### src/rtl/uart_rx_if.sv
// Serial-receive bus between the line/tick source and the UART receiver.
interface uart_rx_if #(
    parameter int unsigned DATA_BITS = 8
);
    logic                 baud_tick;
    logic                 rx;
    logic [DATA_BITS-1:0] data;
    logic                 valid;
    logic                 frame_err;
    logic                 busy;

    // Source side: drives the tick and the serial line, observes the result.
    modport master (
        output baud_tick,
        output rx,
        input  data,
        input  valid,
        input  frame_err,
        input  busy
    );

    // Receiver side.
    modport slave (
        input  baud_tick,
        input  rx,
        output data,
        output valid,
        output frame_err,
        output busy
    );
endinterface

### src/rtl/uart_rx.sv
// 8N1 UART receiver: oversampled start detection, mid-bit sampling,
// one-cycle valid strobe per good byte and a one-cycle frame_err strobe
// when the stop bit samples low.
module uart_rx #(
    parameter int unsigned OVERSAMPLE = 8,
    parameter int unsigned DATA_BITS  = 8
) (
    input  logic      clk,
    input  logic      rst_n,
    uart_rx_if.slave  bus
);
    localparam int unsigned TCNT_W = $clog2(OVERSAMPLE);
    localparam int unsigned BCNT_W = $clog2(DATA_BITS + 1);

    localparam logic [TCNT_W-1:0] TCNT_HALF = TCNT_W'(OVERSAMPLE / 2 - 1);
    localparam logic [TCNT_W-1:0] TCNT_LAST = TCNT_W'(OVERSAMPLE - 1);
    localparam logic [BCNT_W-1:0] BCNT_LAST = BCNT_W'(DATA_BITS - 1);

    typedef enum logic [2:0] {
        IDLE,
        START,
        DATA,
        STOP,
        WAIT_HIGH
    } state_e;

    state_e               state_q, state_d;
    logic                 rx_meta_q, rx_s_q;
    logic [TCNT_W-1:0]    tcnt_q, tcnt_d;
    logic [BCNT_W-1:0]    bcnt_q, bcnt_d;
    logic [DATA_BITS-1:0] shreg_q, shreg_d;
    logic [DATA_BITS-1:0] data_q, data_d;
    logic                 valid_q, valid_d;
    logic                 frame_err_q, frame_err_d;
    logic                 busy_q, busy_d;

    // Two-flop synchronizer; resets to the idle-high line level.
    always_ff @(posedge clk or negedge rst_n) begin
        if (!rst_n) begin
            rx_meta_q <= 1'b1;
            rx_s_q    <= 1'b1;
        end else begin
            rx_meta_q <= bus.rx;
            rx_s_q    <= rx_meta_q;
        end
    end

    // State, counters, shift register and registered outputs.
    always_ff @(posedge clk or negedge rst_n) begin
        if (!rst_n) begin
            state_q     <= IDLE;
            tcnt_q      <= '0;
            bcnt_q      <= '0;
            shreg_q     <= '0;
            data_q      <= '0;
            valid_q     <= 1'b0;
            frame_err_q <= 1'b0;
            busy_q      <= 1'b0;
        end else begin
            state_q     <= state_d;
            tcnt_q      <= tcnt_d;
            bcnt_q      <= bcnt_d;
            shreg_q     <= shreg_d;
            data_q      <= data_d;
            valid_q     <= valid_d;
            frame_err_q <= frame_err_d;
            busy_q      <= busy_d;
        end
    end

    // Next-state and datapath; everything advances only on baud ticks.
    always_comb begin
        state_d     = state_q;
        tcnt_d      = tcnt_q;
        bcnt_d      = bcnt_q;
        shreg_d     = shreg_q;
        data_d      = data_q;
        valid_d     = 1'b0;
        frame_err_d = 1'b0;

        if (bus.baud_tick) begin
            unique case (state_q)
                IDLE: begin
                    // Detection tick: the start-bit clock begins here.
                    if (!rx_s_q) begin
                        state_d = START;
                        tcnt_d  = '0;
                    end
                end

                START: begin
                    // Mid start bit: confirm low or discard as a glitch.
                    if (tcnt_q == TCNT_HALF) begin
                        tcnt_d = '0;
                        if (!rx_s_q) begin
                            state_d = DATA;
                            bcnt_d  = '0;
                        end else begin
                            state_d = IDLE;
                        end
                    end else begin
                        tcnt_d = tcnt_q + 1'b1;
                    end
                end

                DATA: begin
                    // One sample per bit period, shifted in LSB first.
                    if (tcnt_q == TCNT_LAST) begin
                        tcnt_d  = '0;
                        shreg_d = {rx_s_q, shreg_q[DATA_BITS-1:1]};
                        bcnt_d  = bcnt_q + 1'b1;
                        if (bcnt_q == BCNT_LAST) begin
                            state_d = STOP;
                        end
                    end else begin
                        tcnt_d = tcnt_q + 1'b1;
                    end
                end

                STOP: begin
                    // Stop-bit sample decides between delivery and error.
                    if (tcnt_q == TCNT_LAST) begin
                        tcnt_d = '0;
                        if (rx_s_q) begin
                            data_d  = shreg_q;
                            valid_d = 1'b1;
                            state_d = IDLE;
                        end else begin
                            frame_err_d = 1'b1;
                            state_d     = WAIT_HIGH;
                        end
                    end else begin
                        tcnt_d = tcnt_q + 1'b1;
                    end
                end

                WAIT_HIGH: begin
                    // A held-low line (break) must not start a new frame.
                    if (rx_s_q) begin
                        state_d = IDLE;
                    end
                end

                default: begin
                    state_d = IDLE;
                end
            endcase
        end

        // Registered from the next state so busy drops together with valid.
        busy_d = (state_d != IDLE);
    end

    assign bus.data      = data_q;
    assign bus.valid     = valid_q;
    assign bus.frame_err = frame_err_q;
    assign bus.busy      = busy_q;

endmodule

### src/flat_wrapper.sv
// flat-port wrapper written by rule: the top's interface ports become plain ports
module uart_rx_flat 
#(
    parameter int unsigned OVERSAMPLE = 8,
    parameter int unsigned DATA_BITS  = 8
)
  (clk, rst_n, bus_baud_tick, bus_rx, bus_data, bus_valid, bus_frame_err, bus_busy);
  uart_rx_if #(.DATA_BITS(DATA_BITS)) bus_i ();
  input  logic clk;
  input  logic rst_n;
  input wire logic [$bits(bus_i.baud_tick)-1:0] bus_baud_tick;
  input wire logic [$bits(bus_i.rx)-1:0] bus_rx;
  output wire logic [$bits(bus_i.data)-1:0] bus_data;
  output wire logic [$bits(bus_i.valid)-1:0] bus_valid;
  output wire logic [$bits(bus_i.frame_err)-1:0] bus_frame_err;
  output wire logic [$bits(bus_i.busy)-1:0] bus_busy;
  assign bus_i.baud_tick = bus_baud_tick;
  assign bus_i.rx = bus_rx;
  assign bus_data = bus_i.data;
  assign bus_valid = bus_i.valid;
  assign bus_frame_err = bus_i.frame_err;
  assign bus_busy = bus_i.busy;
  uart_rx #(.OVERSAMPLE(OVERSAMPLE), .DATA_BITS(DATA_BITS)) u_core (.clk(clk), .rst_n(rst_n), .bus(bus_i));
endmodule
### config.mk
export PLATFORM = sky130hd
export DESIGN_NAME = uart_rx_flat
export DESIGN_NICKNAME = d
export VERILOG_FILES = /design/src/rtl/uart_rx_if.sv /design/src/rtl/uart_rx.sv /design/src/flat_wrapper.sv
export SDC_FILE = /design/constraint.sdc
export NUM_CORES = 1
export LEC_CHECK = 0
export CORE_MARGIN = 5
export CORE_UTILIZATION = 45
export CTS_CLUSTER_DIAMETER = 80
export CTS_CLUSTER_SIZE = 20
export DETAILED_ROUTE_END_ITERATION = 12
export GPL_TIMING_DRIVEN = 0
export PLACE_DENSITY = 0.79
export SYNTH_ARGS = -nofsm -noshare
export SYNTH_HDL_FRONTEND = slang
export SYNTH_SLANG_ARGS = --single-unit
### constraint.sdc
create_clock -name clk -period 1.7 [get_ports clk]
set_clock_uncertainty 0.05 [all_clocks]
set_input_delay 0.34 -clock clk [delete_from_list [all_inputs] [get_ports clk]]
set_output_delay 0.34 -clock clk [all_outputs]
set_load 0.01 [all_outputs]
[Word level (Yosys, flattened, before mapping)]
Cells that the tools add are included.
Word-level totals
  register bits after elaboration: 31
  bits in latches: 0
  bits in writable memories: 0
  ROM bits: 0
  input bits: 4
  output and inout port bits: 11
  logic and storage cells: 58
  memories: 0
Cells by class
  $add $sub $neg: 2
  multipliers: 0
  divide/modulo/power cells: 0
  order comparisons: 0
  equal/unequal tests: 11
  shift operators: 0
  multiplexer cells: 26
  bitwise gates (word level): 0
  reduce and logical (&&, ||, !) cells: 9
Operators by type and width (count)
  $mux 3: 11
  $pmux 3 s5: 1
  $mux 4: 3
  $eq 3x2->1 const B: 3
  $pmux 3 s3: 1
  $mux 1: 8
  $pmux 4 s2: 1
  $eq 3x3->1 const B: 2
  $reduce_and 3->1: 2
  $reduce_bool 3->1: 2
  $reduce_and 5->1: 1
  $add 4x1->4 const B: 1
  $eq 4x3->1 const B: 1
  $ne 2x1->1 const B: 2
  $ne 2x2->1 const B: 2
  $reduce_and 4->1: 1
  $add 3x1->3 const B: 1
  $eq 3x1->1 const B: 1
  $logic_not 3->1: 1
  $mux 2: 1
  $reduce_bool 2->1: 1
  $reduce_or 2->1: 1

[Logic depth before layout (Yosys ltp)]
Gate-level depths: netlist (run 1).
  depth after elaboration: 6
  gate-level depth with buffers: 6
  gate-level depth less buffers: 6

[Worst setup path after synthesis (run 1)]
No wires, ideal clock.
  path type: register to register
  start: register u_core.tcnt_q[0]
  end: register u_core.busy_q, in the netlist u_core.bus.busy
  setup time: 0.131 ns
  arrival time: 1.572 ns
  data required time: 1.519 ns
  path slack: -0.053 ns
  cell stages (with the launch flop): 7
  path buffers: 1
  period minus slack after synthesis: 1.753 ns
  cell sequence: dfrtp_1 ha_1 ha_1 and3b_1 buf_2 a21o_1 or3_1
On the way
  word-level cells in the longest chain between the ends: 5
  elaborated cells on any way between the ends: 8
  classes of those cells: 2 x eq/ne; 5 x mux; 1 x reduce/logical
RTL lines
  start: declaration: line uart_rx.sv:29  | logic [TCNT_W-1:0] tcnt_q, tcnt_d;
  start signal: assignment: line uart_rx.sv:61  | tcnt_q <= tcnt_d;
  $eq 3x3->1 or $eq 3x2->1 (tied branches): line uart_rx.sv:108, uart_rx.sv:122, uart_rx.sv:93
  $mux 3 (on tied branches): line uart_rx.sv:122, uart_rx.sv:93, uart_rx.sv:108
  $pmux 3 s5 (*): line uart_rx.sv:82  | unique case (state_q)
  $mux 3 (*): line uart_rx.sv:81  | if (bus.baud_tick) begin
  named net u_core.state_d[1]: line uart_rx.sv:27  | state_e state_q, state_d;
  $reduce_bool 3->1 (*): line uart_rx.sv:151  | busy_d = (state_d != IDLE);
  named net u_core.busy_d: line uart_rx.sv:35  | logic busy_q, busy_d;
  end signal: assignment: line uart_rx.sv:67  | busy_q <= busy_d;
  end: declaration: line uart_rx.sv:35
Mark *: on every way through the listed nets, which the timed path passes. The rest lies on a longest branch.
A chain may end at the register's enable or synchronous reset.

[Final worst setup path (run 1)]
  start: register u_core.tcnt_q[1]
  end: register u_core.busy_q, in the netlist u_core.bus.busy
The elaborated chain is that of the path after synthesis.

==> results of run 1 <==
## synth_stat cells (all sizes together), types with 2 or more instances
master | n | area [µm²]
a21o | 2 | 15.01
a21oi | 3 | 15.01
and3 | 2 | 12.51
and4 | 2 | 17.52
buf | 5 | 33.78
dfrtp | 29 | 725.7
dfstp | 2 | 52.55
ha | 6 | 75.07
inv | 5 | 18.77
mux2 | 17 | 191.4
mux2i | 2 | 20.02
nand2 | 5 | 18.77
nand2b | 2 | 12.51
nand3 | 2 | 10.01
nor2 | 7 | 33.78
nor2b | 2 | 12.51
nor3b | 2 | 20.02
o31ai | 2 | 15.01
xnor2 | 3 | 26.28
## sequential cells by signal (all words and copies together) (netlist names)
register              cells
u_core.bus.data           8
u_core.shreg_q            8
u_core.bcnt_q             4
u_core.state_q            3
u_core.tcnt_q             3
u_core.bus.busy           1
u_core.bus.frame_err      1
u_core.bus.valid          1
u_core.rx_meta_q          1
u_core.rx_s_q             1
## final cells by class
class	count	area [µm²]	share of cell area (%)
buffer	5	40.04	2.187
clock buffer	7	45.04	2.461
clock inverter	1	5.005	0.2734
inverter	5	18.77	1.025
multi-input combinational	71	683.2	37.32
sequential	31	778.2	42.52
tap	44	55.05	3.008
timing repair buffer	23	205.2	11.21
## power breakdown
part,total (mW),internal [mW],switching (mW)
clock network,0.397,0.161,0.236
logic,0.787,0.433,0.354
registers,0.932,0.839,0.0933
## metrics by stage
step,std cells,TNS (ns),power (mW),hold slack [ns]
floorplan,112,0,1.312,-0.005591
global placement,170,-13.32,1.429,0.3013
detailed placement,170,-14.19,1.463,0.2988
CTS,183,0,1.988,0.3158
global route,187,-0.3601,2.270,0.01699
finish,187,0,2.116,-0.01616
## logic make-up (layout without fill, tap and decap cells)
kind of cell,count (synthesis),in the layout,synth area share [%]
DFF,31,31,55.04
and+or+nand+nor,29,30,12.57
muxes,19,19,14.96
AOI/OAI and AO/OA,13,13,6.283
buffers and inverters,11,41,3.982
adders and majority gates,6,6,5.310
xor gates and xnor gates,3,3,1.859
## critical path: stages, from the launching register on
cell and delay, ns:
dfrtp_1 0.42, ha_4 0.20, ha_4 0.17, and3b_2 0.20, a21o_1 0.17, or3_1 0.37
## cell usage in the layout, fill, tap and decap left out, types with 2 or more instances in the layout
| cell type | n |
|---|---|
| dfstp_2 | 2 |
| buf_2 | 2 |
| a21o_1 | 2 |
| xnor2_1 | 3 |
| clkbuf_4 | 6 |
| ha_4 | 3 |
| mux2_1 | 9 |
| buf_6 | 2 |
| o31ai_1 | 2 |
| a21oi_1 | 2 |
| clkbuf_1 | 2 |
| ha_1 | 2 |
| nor2_4 | 2 |
| and4_1 | 2 |
| mux2_2 | 8 |
| nand2_1 | 5 |
| nand2b_1 | 2 |
| buf_4 | 9 |
| nor2_1 | 6 |
| dfrtp_1 | 29 |
| clkdlybuf4s50_1 | 12 |
| mux2i_1 | 2 |
| inv_1 | 5 |
## routing by layer
metal,routed length [µm],track usage (%),vias up
met5,0,0,-
met4,44,5.584,0
li1,-,-,451
met3,153,6.293,4
met1,1172,17.56,472
met2,1302,21.65,26
## final timing paths
check	from	end	slack [ns]	cells after the start
max	u_core.tcnt_q[1]	u_core.bus.busy	0.006	5
min	rst_n	u_core.bcnt_q[0]	-0.02	1
min reg2reg	u_core.rx_meta_q	u_core.rx_s_q	0.31	0
min in group clk	u_core.rx_meta_q	u_core.rx_s_q	0.31	0
max reg2reg	u_core.tcnt_q[1]	u_core.bus.busy	0.006	5
max in group asynchronous	rst_n	u_core.bcnt_q[2]	1.20	1
## what timing repair did
item / in CTS / in global routing
pin swaps: 4 / 8
cloned: 1 / 0
setup buffers: 5 / 4
setup endpoints to repair: 18 / 20
resized for setup: 11 / 11
==> run_results.csv, run 1 <==
group,metric,value,unit
outcome,violations,"negative hold slack",
place,place_area,1612,µm²
die,chipHeight,66.05,µm
detailed_routing,via_per_inst,5.096,
detailed_routing,drc,0,
clock_network,cts_sinks,31,
global_routing,antenna_found_initial,0,
place,post-place-ws,-0.4431,ns
logic_synthesis,synth_warnings,0,
global_routing,grt_pass1_wl,4671,µm
power,ir_worst_vdd,0.0005109,V
die,initial_core_util,46.69,%
setup_path,cp-end-kind,"flop",
setup_path,critPathLaunchType,"flop",
place,dp_hpwl,1722,µm
global_routing,grt.overflow.total,0,
min_path,hp-class,"primary input to asynchronous set/reset pin",
logic_synthesis,synth_edf_count,0,
die,coreArea,3028,µm²
timing,slew_headroom,56.42,%
logic_synthesis,avgSynthCellArea,12.62,µm²
timing,fmax,0.5902,GHz
run,cap_violations,0,
clock_network,postCtsHoldBufs,0,
die,rows,20,
place,gp_congestion,0.8663,
logic_synthesis,yosysSeqAreaShare,55.04,%
clock_network,cts_made_buffers,5,
die,die_area,4363,µm²
logic_synthesis,synth_cells,112,
timing,fin_ws,0.005579,ns
global_routing,grt_pass1_vias,1022,
timing,setup_viol,0,
place,io_buffers,14,
clock_network,clk_pin_slew,0.09,ns
setup_path,path_class,"flop to flop",
clock_network,clockBufferDepth,2,
detailed_routing,post_drt_wl_per_cell,14.29,µm
timing,rsz0062_at_grt,"yes",
layout,final_design_area_no_fill,1831,µm²
timing,fin_crit,1.694,ns
layout,num-fill-cells,249,
timing,post-route-period-util,99.67,%
setup_path,crit_arrival,1.85,ns
logic_synthesis,ys_ff_latch,31,
clock_network,clk_latency,0.33,ns
detailed_routing,wl,2673,µm
timing,whs,-0.01616,ns
setup_path,path_max_fanout,4,
power,p_leak,0.8825,nW
layout,drive_gt1_share,31.47,%
die,die_w,66.05,µm
detailed_routing,postRouteAntennaNets,0,
layout,final_nets,152,
setup_path,crit_required,1.85,ns
detailed_routing,num_vias,953,
clock_network,cts-root-buf,"clkbuf_4",
detailed_routing,dr.pass1.iters,4,
logic_synthesis,synthFlopType,"dfrtp_1",
layout,finish.utilization,60.45,%
layout,diodes,0,
logic_synthesis,yosysUniqueCellTypes,36,
timing,drv_slew,0,
outcome,status,"complete, but fails checks",
timing,hold_viol,29,
logic_synthesis,synth_fp_nets,122,
global_routing,grt_max_degree,32,
global_routing,grt_usage,14.19,%
die,pin_count,15,
layout,area_growth,29.47,%
timing,worst_slew_pin_slew,0.6538,ns
logic_synthesis,synth-async-reset-ratio,100.0,%
power,power_density,1156,nW/µm²
logic_synthesis,syn_area,1414,µm²
clock_network,cts_tree,"yes",
clock_network,htreeDepth,2,
detailed_routing,drtIter0Drc,62,
Power figures use the tool's default switching activity.
==> run 2: changes to the inputs <==
- CAP_MARGIN: not set -> 20
==> run 2 against run 1 <==
The flow now finishes without violations. Routed wire length down 3.1%. Cell area up 0.55%. Critical endpoint unchanged. Hold slack better by 0.33 ns. Clock power up 23%. Worst setup slack better by 0.028 ns. Core utilization up 0.33 points. Die area unchanged. Flip-flop and latch count unchanged. Highest routed layer unchanged. First-iteration DRC count down 31%.
==> run_results.csv, run 2 (same netlist as run 1, synthesis figures left out) <==
group,metric,value,unit
setup_path,worstPathCellList,"ha_4 -> ha_4 -> and3b_2 -> a21o_1 -> or3_1",
setup_path,crit_buf_inv,0,
layout,most-common-layout-cells,"dfrtp_1 (29), clkdlybuf4s50_1 (13), mux2_1 (9)",
layout,drive_gt1_share,30.00,%
timing,fin_crit,1.666,ns
clock_network,cts-root-buf,"clkbuf_4",
die,coreArea,3028,µm²
setup_path,path_class,"flop to flop",
global_routing,grt_pass1_wl,4464,µm
setup_path,rrSetupSlack,0.03,ns
detailed_routing,postRouteAntennaNets,0,
global_routing,grt_usage,13.83,%
setup_path,path_max_fanout,6,
setup_path,cpPeakStageDelay,0.42,ns
setup_path,crit_family,"simple AND/OR/NAND/NOR gates",
timing,worst_slew_pin_slew,0.5764,ns
setup_path,crit_arrival,1.83,ns
detailed_routing,drtIter0Drc,43,
place,place_area,1639,µm²
place,io_buffers,14,
die,die_area,4363,µm²
place,placed_cells,171,
global_routing,grt.overflow.total,0,
die,chipHeight,66.05,µm
layout,final_common_cell,"dfrtp_1",
place,gp_congestion,0.8663,
run,cap_violations,0,
setup_path,critPathLaunchType,"flop",
timing,fmax,0.6002,GHz
min_path,hold_depth,0,
die,pin_count,15,
clock_network,cts_sinks,31,
clock_network,clockBufferDepth,2,
setup_path,regToRegEndpoint,"u_core.bus.busy",
detailed_routing,post_drt_wl_per_cell,14.08,µm
timing,setup_viol,0,
power,p_total,2.150,mW
detailed_routing,via_per_inst,5.076,
layout,area_growth,30.18,%
layout,final_design_area_no_fill,1841,µm²
die,die_w,66.05,µm
detailed_routing,drc,0,
min_path,min_to,"u_core.rx_s_q",
clock_network,cts_made_buffers,5,
clock_network,htreeDepth,2,
clock_network,postCtsHoldBufs,0,
clock_network,clk_latency,0.33,ns
min_path,min_from,"u_core.rx_meta_q",
detailed_routing,dr.pass1.iters,4,
power,p_leak,0.8771,nW
detailed_routing,wl,2591,µm
min_path,hp-class,"flop to flop",
place,dp_hpwl,1763,µm
setup_path,cp-end-kind,"flop",
layout,num-fill-cells,239,
setup_path,crit_start,"u_core.tcnt_q[0]",
layout,final_nets,149,
clock_network,clk_pin_slew,0.09,ns
clock_network,cts_tree,"yes",
die,initial_core_util,46.69,%
setup_path,crit_cells,5,
layout,layout.cells.non_filler,184,
die,rows,20,
global_routing,grt_pass1_vias,1002,
timing,slew_headroom,61.45,%
timing,post-route-period-util,98.00,%
global_routing,antenna_found_initial,0,
power,power_density,1168,nW/µm²
setup_path,crit_top_cell,"ha_4",
setup_path,slowest_stage,"dfrtp_1",
setup_path,r2r-start,"u_core.tcnt_q[0]",
timing,drv_slew,0,
timing,setup_tns,0,ns
layout,diodes,0,
timing,hold_viol,0,
power,ir_worst_vdd,0.0003922,V
timing,rsz0062_at_grt,"yes",
detailed_routing,num_vias,934,
global_routing,grt_max_degree,22,
setup_path,crit_required,1.87,ns
outcome,status,"completed",
setup_path,reg2reg_depth,5,
[run 2: how the worst max path moves through the flow]
| stage | end | slack [ns] |
|---|---|---|
| after CTS | u_core.bus.busy | -0.0002 |
| after global placement | u_core.bus.data[1] | -0.42 |
| final | u_core.bus.busy | 0.03 |
| after floorplan | u_core.bus.busy | 0.000008 |
| after global routing | u_core.tcnt_q[0] | -0.05 |
| after detailed placement | u_core.bus.data[1] | -0.44 |
[run 2: area by class of cell]
class | count | area [µm²] | area share, %
plain buffers | 5 | 40.04 | 2.175
well taps | 44 | 55.05 | 2.991
repair buffers | 20 | 207.7 | 11.28
multi-input cells | 71 | 671.9 | 36.51
inverters | 5 | 18.77 | 1.020
clock buffers | 8 | 68.82 | 3.739
flip-flops and latches | 31 | 778.2 | 42.28
[run 2: where the power goes]
group / internal [mW] / total, mW / switching, mW
registers: 0.839 / 0.928 / 0.0887
clock network: 0.243 / 0.487 / 0.244
logic: 0.394 / 0.735 / 0.341
[run 2: timing repair]
item / 4_1_cts / 5_1_grt
cloned: 1 / 0
setup buffers: 4 / 1
pin swaps: 4 / 5
setup endpoints to repair: 18 / 19
gates resized for setup: 11 / 11
[run 2: per-layer routing]
| layer | wire, µm | track usage (%) | up-vias |
|---|---|---|---|
| met2 | 1262 | 22.03 | 22 |
| met3 | 141 | 6.633 | 2 |
| met1 | 1156 | 16.36 | 462 |
| li1 | - | - | 448 |
| met5 | 0 | 0 | - |
| met4 | 30 | 4.569 | 0 |
[run 2: per-stage QoR]
| step | worst slack (ns) | hold WS (ns) | utilization [%] |
|---|---|---|---|
| after CTS | -0.0002172 | 0.3158 | 59.30 |
| after global placement | -0.4174 | 0.3013 | 53.22 |
| after detailed placement | -0.4409 | 0.2987 | 54.13 |
| final | 0.03401 | 0.3136 | 60.79 |
| after global routing | -0.05358 | 0.3217 | 60.79 |
| after floorplan | 0.000008105 | -0.005591 | - |
